--- src/rtl/servo_pkg.sv ---
// Shared types and constants for the servo command arbiter.
package servo_pkg;

    localparam int RATIO_W  = 8;
    localparam int SETTLE_W = 16;
    localparam int WDOG_W   = 24;

    typedef enum logic {
        ARB_IDLE  = 1'b0,
        ARB_GRANT = 1'b1
    } arb_state_t;

    localparam logic GRANT_HOST = 1'b0;
    localparam logic GRANT_AUTO = 1'b1;

    // Command payload after arbitration; the channel index travels separately
    // because its width is a parameter of the top.
    typedef struct packed {
        logic               en;
        logic [RATIO_W-1:0] ratio;
    } cmd_t;

endpackage

--- src/rtl/servo_ch_timer.sv ---
// Per-channel settle counter plus optional idle watchdog (SERVO_WDOG_EN).
module servo_ch_timer
    import servo_pkg::*;
#(
    parameter logic [SETTLE_W-1:0] SETTLE_CYCLES = 16'd4000,
    parameter logic [WDOG_W-1:0]   WDOG_CYCLES   = 24'd5000000
)(
    input  logic clock,
    input  logic reset_n,
    input  logic load,
    input  logic enable,
    output logic busy,
    output logic wdog_hit
);

    logic [SETTLE_W-1:0] settle_cnt;

    always_ff @(posedge clock) begin
        if (!reset_n)
            settle_cnt <= '0;
        else if (load)
            settle_cnt <= SETTLE_CYCLES;
        else if (settle_cnt != '0)
            settle_cnt <= settle_cnt - 1'b1;
    end

    assign busy = (settle_cnt != '0);

`ifdef SERVO_WDOG_EN
    logic [WDOG_W-1:0] idle_cnt;

    // Fires on the clock that completes WDOG_CYCLES enabled, command-free cycles.
    assign wdog_hit = enable && (idle_cnt == WDOG_CYCLES - 1'b1);

    always_ff @(posedge clock) begin
        if (!reset_n || load || !enable || wdog_hit)
            idle_cnt <= '0;
        else
            idle_cnt <= idle_cnt + 1'b1;
    end
`else
    wire [WDOG_W:0] unused_wdog = {enable, WDOG_CYCLES};
    assign wdog_hit = 1'b0;
`endif

endmodule

--- src/rtl/servo_cmd_arbiter.sv ---
// Round-robin host/auto command arbiter and per-channel servo register bank.
// Optional idle watchdog per channel when SERVO_WDOG_EN is defined.
module servo_cmd_arbiter
    import servo_pkg::*;
#(
    parameter int                  NUM_CH        = 4,
    parameter int                  CH_W          = 3,
    parameter logic [SETTLE_W-1:0] SETTLE_CYCLES = 16'd4000,
    parameter logic [RATIO_W-1:0]  HOME_RATIO    = 8'h80,
    parameter logic [WDOG_W-1:0]   WDOG_CYCLES   = 24'd5000000
)(
    input  logic                      clock,
    input  logic                      reset_n,
    input  logic                      host_valid,
    output logic                      host_ready,
    input  logic [CH_W-1:0]           host_ch,
    input  logic                      host_en,
    input  logic [RATIO_W-1:0]        host_ratio,
    input  logic                      auto_valid,
    output logic                      auto_ready,
    input  logic [CH_W-1:0]           auto_ch,
    input  logic                      auto_en,
    input  logic [RATIO_W-1:0]        auto_ratio,
    output logic [NUM_CH-1:0]         servo_enable,
    output logic [NUM_CH*RATIO_W-1:0] servo_start,
    output logic [NUM_CH*RATIO_W-1:0] servo_target,
    output logic [NUM_CH-1:0]         ch_busy,
    output logic                      err_stb,
    output logic [NUM_CH-1:0]         wdog_trip
);

    localparam int              CH_SPAN  = 2**CH_W;
    localparam logic [CH_W:0]   NUM_CH_L = (CH_W+1)'(NUM_CH);

    logic [NUM_CH-1:0][RATIO_W-1:0] start_q, target_q;
    logic [NUM_CH-1:0]              enable_q, trip_q, load, busy, wdog_hit;
    logic [CH_SPAN-1:0]             busy_ext;

    arb_state_t      arb_state;
    logic            last_grant;
    logic            bad_ch_q;
    logic            host_in, auto_in, host_elig, auto_elig;
    logic            grant_host, grant_auto, accept, sel_in;
    logic [CH_W-1:0] sel_ch;
    cmd_t            sel_cmd;

    // Out-of-range channel indices read as never busy.
    always_comb begin
        busy_ext = '0;
        busy_ext[NUM_CH-1:0] = busy;
    end

    assign host_in   = ({1'b0, host_ch} < NUM_CH_L);
    assign auto_in   = ({1'b0, auto_ch} < NUM_CH_L);
    assign host_elig = host_valid && !busy_ext[host_ch];
    assign auto_elig = auto_valid && !busy_ext[auto_ch];

    // A tie goes to whoever did not win last; at most one grant per cycle.
    assign grant_host = host_elig && (!auto_elig || last_grant == GRANT_AUTO);
    assign grant_auto = auto_elig && !grant_host;
    assign accept     = grant_host || grant_auto;
    assign host_ready = grant_host;
    assign auto_ready = grant_auto;

    assign sel_ch  = grant_host ? host_ch : auto_ch;
    assign sel_in  = grant_host ? host_in : auto_in;
    assign sel_cmd = grant_host ? cmd_t'{host_en, host_ratio} : cmd_t'{auto_en, auto_ratio};

    always_ff @(posedge clock) begin
        if (!reset_n) begin
            arb_state  <= ARB_IDLE;
            last_grant <= GRANT_AUTO;
            bad_ch_q   <= 1'b0;
        end else begin
            bad_ch_q <= accept && !sel_in;
            if (accept) begin
                arb_state  <= ARB_GRANT;
                last_grant <= grant_host ? GRANT_HOST : GRANT_AUTO;
            end else begin
                arb_state  <= ARB_IDLE;
            end
        end
    end

    assign err_stb = (arb_state == ARB_GRANT) && bad_ch_q;

    for (genvar i = 0; i < NUM_CH; i++) begin : g_ch
        logic               en_r, trip_r;
        logic [RATIO_W-1:0] start_r, target_r;

        assign load[i] = accept && sel_in && (sel_ch == CH_W'(i));

        servo_ch_timer #(
            .SETTLE_CYCLES (SETTLE_CYCLES),
            .WDOG_CYCLES   (WDOG_CYCLES)
        ) u_timer (
            .clock    (clock),
            .reset_n  (reset_n),
            .load     (load[i]),
            .enable   (en_r),
            .busy     (busy[i]),
            .wdog_hit (wdog_hit[i])
        );

        // A command always beats a same-cycle watchdog trip.
        always_ff @(posedge clock) begin
            if (!reset_n) begin
                en_r     <= 1'b0;
                trip_r   <= 1'b0;
                start_r  <= HOME_RATIO;
                target_r <= HOME_RATIO;
            end else if (load[i]) begin
                if (sel_cmd.en) begin
                    target_r <= sel_cmd.ratio;
                    if (!en_r)
                        start_r <= sel_cmd.ratio;
                    en_r   <= 1'b1;
                    trip_r <= 1'b0;
                end else begin
                    en_r    <= 1'b0;
                    start_r <= target_r;
                end
            end else if (wdog_hit[i]) begin
                en_r    <= 1'b0;
                start_r <= target_r;
                trip_r  <= 1'b1;
            end
        end

        assign enable_q[i] = en_r;
        assign trip_q[i]   = trip_r;
        assign start_q[i]  = start_r;
        assign target_q[i] = target_r;
    end

    assign servo_enable = enable_q;
    assign servo_start  = start_q;
    assign servo_target = target_q;
    assign ch_busy      = busy;
    assign wdog_trip    = trip_q;

endmodule

--- config.mk ---
export PLATFORM = sky130hd
export DESIGN_NAME = servo_cmd_arbiter
export DESIGN_NICKNAME = d
export VERILOG_FILES = /design/src/rtl/servo_pkg.sv /design/src/rtl/servo_ch_timer.sv /design/src/rtl/servo_cmd_arbiter.sv
export SDC_FILE = /design/constraint.sdc
export NUM_CORES = 1
export LEC_CHECK = 0
export CAP_MARGIN = 10
export CORE_MARGIN = 4
export CORE_UTILIZATION = 49
export CTS_CLUSTER_DIAMETER = 80
export CTS_CLUSTER_SIZE = 30
export DETAILED_ROUTE_END_ITERATION = 6
export PLACE_DENSITY = 0.88
export SLEW_MARGIN = 40
export SYNTH_ARGS = -nofsm -noshare
export SYNTH_HDL_FRONTEND = slang
export SYNTH_SLANG_ARGS = --single-unit
--- constraint.sdc ---
create_clock -name clock -period 3.4 [get_ports clock]
set_input_delay 0.68 -clock clock [delete_from_list [all_inputs] [get_ports clock]]
set_output_delay 0.68 -clock clock [all_outputs]
set_load 0.05 [all_outputs]
==> flow_summary.toml <==
[routing]
wirelength_um = 21600
firstDrtPassIters = 6
avgViaCountPerCell = 6.21
drtAntennaViolNets = 0
drc = 0
wl_per_cell_um = 19.0
drt_iter0_markers = 711
vias = 7063

[cts]
cts_root_buffer = "clkbuf_16"
numCtsBuffers = 17
path_clk_slew_ns = 0.06
clock_path_buffers = 2
htreeDepth = 4
clk_latency_ns = 0.43
clock_sinks = 135
cts_tree = "yes"

[logic_synthesis]
yosysMostFrequentCell = "dfxtp_1"
syn_avg_cell_area_um2 = 8.47
yosysWarnings = 0
synth-edff-count = 0
synth_area_leaders = "dfxtp_1 (40%), nor2_1 (5.0%), a21oi_1 (4.2%)"
ys.flop_type = "dfxtp_1"
yosysTopAreaCellShare_pct = 40.1
syn-cell-area_mm2 = 0.00673
syn_inst = 795
synth_common_cells = "dfxtp_1 (135), nor2_1 (90), a21oi_1 (56), nand2_1 (51), nand3_1 (46)"
ys_seq_area_share_pct = 40.1
synthArstFlopShare_pct = 0
synthDistinctLibCells = 64
synth_top_area_cell = "dfxtp_1"
ys_ff_latch = 135

[sta]
worst_slew_pin_slew_ns = 0.681
finClkSkew_ns = 0.0125
setup_viol = 0
setup_tns_ns = 0
timing.fmax_mhz = 300
slew_headroom_pct = 54.2
period_minus_slack_ns = 3.34
hold_slack_ns = 0.459
setup_slack_ns = 0.0620
finalHoldViolCount = 0
slew_viol_final = 0
finalCritPeriodShare_pct = 98.2

[power]
p_clk_share_pct = 26.1
totalPowerFinal_mw = 7.11
p_comb_share_pct = 42.2
seqPwrFrac_pct = 31.8
p_sw_share_pct = 38.6
power.switching_mw = 2.74
leakage_nw = 3.50
power_density_mw_per_mm2 = 780
internal_power_mw = 4.36
irDropWorstVdd_mv = 0.493

[global_route]
grt_usage_pct = 26.7
gr-total-overflow = 0
grt_max_degree = 41
grt_pass1_vias = 6915
grt_pass1_wl_um = 34500
antenna_found_initial = 0

[floorplan]
fp.dieW_um = 125
ioPinCount = 107
rows = 42
die_y_um = 125
initial_core_util_pct = 50.4
die_area_mm2 = 0.0157
core_mm2 = 0.0133

[placement]
pre_cts_slack_ns = -0.0240
hpwl_um = 14800
dp.cells = 1092
routabilityCongestion = 0.959
place.port_buffers = 102
placed_cell_area_mm2 = 0.00829

[min_path]
holdPathEnd = "g_ch[0].start_r[3]"
hold_start = "g_ch[0].start_r[3]"
holdPathStages = 2
hp-class = "flop to flop"

[critical_path]
r2r_end = "g_ch[3].target_r[5]"
r2r_slack_ns = 0.06
rr_worst_depth = 11
crit_fanout = 7
cp-end-kind = "flop"
crit_required_ns = 3.75
start_kind = "flop"
arrival_ns = 3.69
crit_type = "flop to flop"
reg2reg_from = "g_ch[0].u_timer.settle_cnt[10]"

[cells_and_area]
finish.instance_area_mm2 = 0.00912
syn_to_final_growth_pct = 35.4
diodes = 0
fin_util_pct = 68.3
drive_above_1_share_pct = 16.6
final_cells = 1137
finalNetCount = 984

[run_status]
status = "finished, final reports clean"

[job]
drv_cap = 0
==> metal layers <==
metal,up-vias,share of wire (%),track usage [%]
li1,3219,-,-
met1,3373,40,33.1
met2,385,48,42.8
met3,86,7.8,6.48
met4,0,4.4,15.0
met5,-,0,0
==> critical path: stages, from the launching register on <==
cell,delay (ns)
dfxtp_4,0.35
or4_4,0.54
or4_4,0.54
buf_6,0.16
a22oi_4,0.17
nand3_4,0.10
or4_4,0.57
a221oi_4,0.31
buf_12,0.15
buf_6,0.13
nor2_1,0.05
a211oi_2,0.18
==> registers in the layout, indices dropped and copies added (netlist names) <==
register	count
g_ch.u_timer.settle_cnt	64
arb_state	1
g_ch.en_r	4
g_ch.start_r	32
bad_ch_q	1
last_grant	1
g_ch.target_r	32
==> power groups by stage <==
stage,combinational (mW),sequential [mW],clock [mW]
6_report,3.00,2.26,1.85
5_1_grt,3.29,2.30,1.94
4_1_cts,2.83,2.23,1.86
3_5_place_dp,2.77,2.25,0
3_3_place_gp,2.68,2.24,0
2_1_floorplan,1.98,2.27,0
==> layout by cell type, fill, tap and decap left out, drive strengths merged, types with 8 or more instances in the layout <==
cell,Yosys,routed
dfxtp,135,135
clkdlybuf4s50,0,97
nor2,90,90
buf,30,87
a21oi,59,59
nand2,51,51
nand3,47,47
xnor2,31,31
nand4,27,27
nor3,24,24
a211oi,23,23
a31oi,22,22
nor4,21,21
inv,20,20
clkbuf,24,20
xor2,19,19
and3,19,19
o211ai,15,15
nand2b,13,13
or4,13,13
mux2i,9,9
o21ai,9,9
o41ai,9,9
clkinv,4,9
or3,8,8
==> final cells by class <==
type	count	area [µm²]
multi-input cells	585	3780
fillers	1010	4230
clock inverters	11	153
well taps	176	220
flip-flops and latches	135	2710
repair buffers	186	1730
clock buffers	20	437
inverters	24	92.6
==> timing repair <==
| action | CTS | global route |
|---|---|---|
| gates resized for setup | 8 | 29 |
| endpoints found under the setup margin | 4 | 84 |
| pin swaps | 4 | 6 |
| gates cloned | 0 | 0 |
| setup buffers | 5 | 9 |
| hold buffers | 0 | 0 |
==> cells by family (layout without fill, tap and decap cells) <==
logic type	count (synthesis)	count (layout)	share of synthesized area (%)
other	1	4	0.0557
flip-flops	135	135	40.1
AO/OA/AOI/OAI	180	180	19.5
buffers and inverters	78	241	5.50
XOR/XNOR	50	50	6.50
adder cells (fa/ha/maj)	7	7	1.30
multiplexers	10	10	1.51
AND/OR/NAND/NOR	334	334	25.5
==> worst max-delay path by stage <==
stage / endpoint / cells past startpoint / slack [ns] / from
floorplan: auto_ready / 12 / 0.03 / g_ch[0].u_timer.settle_cnt[0]
global placement: g_ch[3].u_timer.settle_cnt[1] / 9 / 0.03 / host_ch[2]
detailed placement: g_ch[3].u_timer.settle_cnt[1] / 9 / -0.02 / host_ch[2]
CTS: auto_ready / 10 / -0.04 / g_ch[0].u_timer.settle_cnt[0]
global route: auto_ready / 9 / -0.004 / g_ch[0].u_timer.settle_cnt[10]
finish: g_ch[3].target_r[5] / 11 / 0.06 / g_ch[0].u_timer.settle_cnt[10]
No activity file was read; power rests on OpenSTA's default activity.
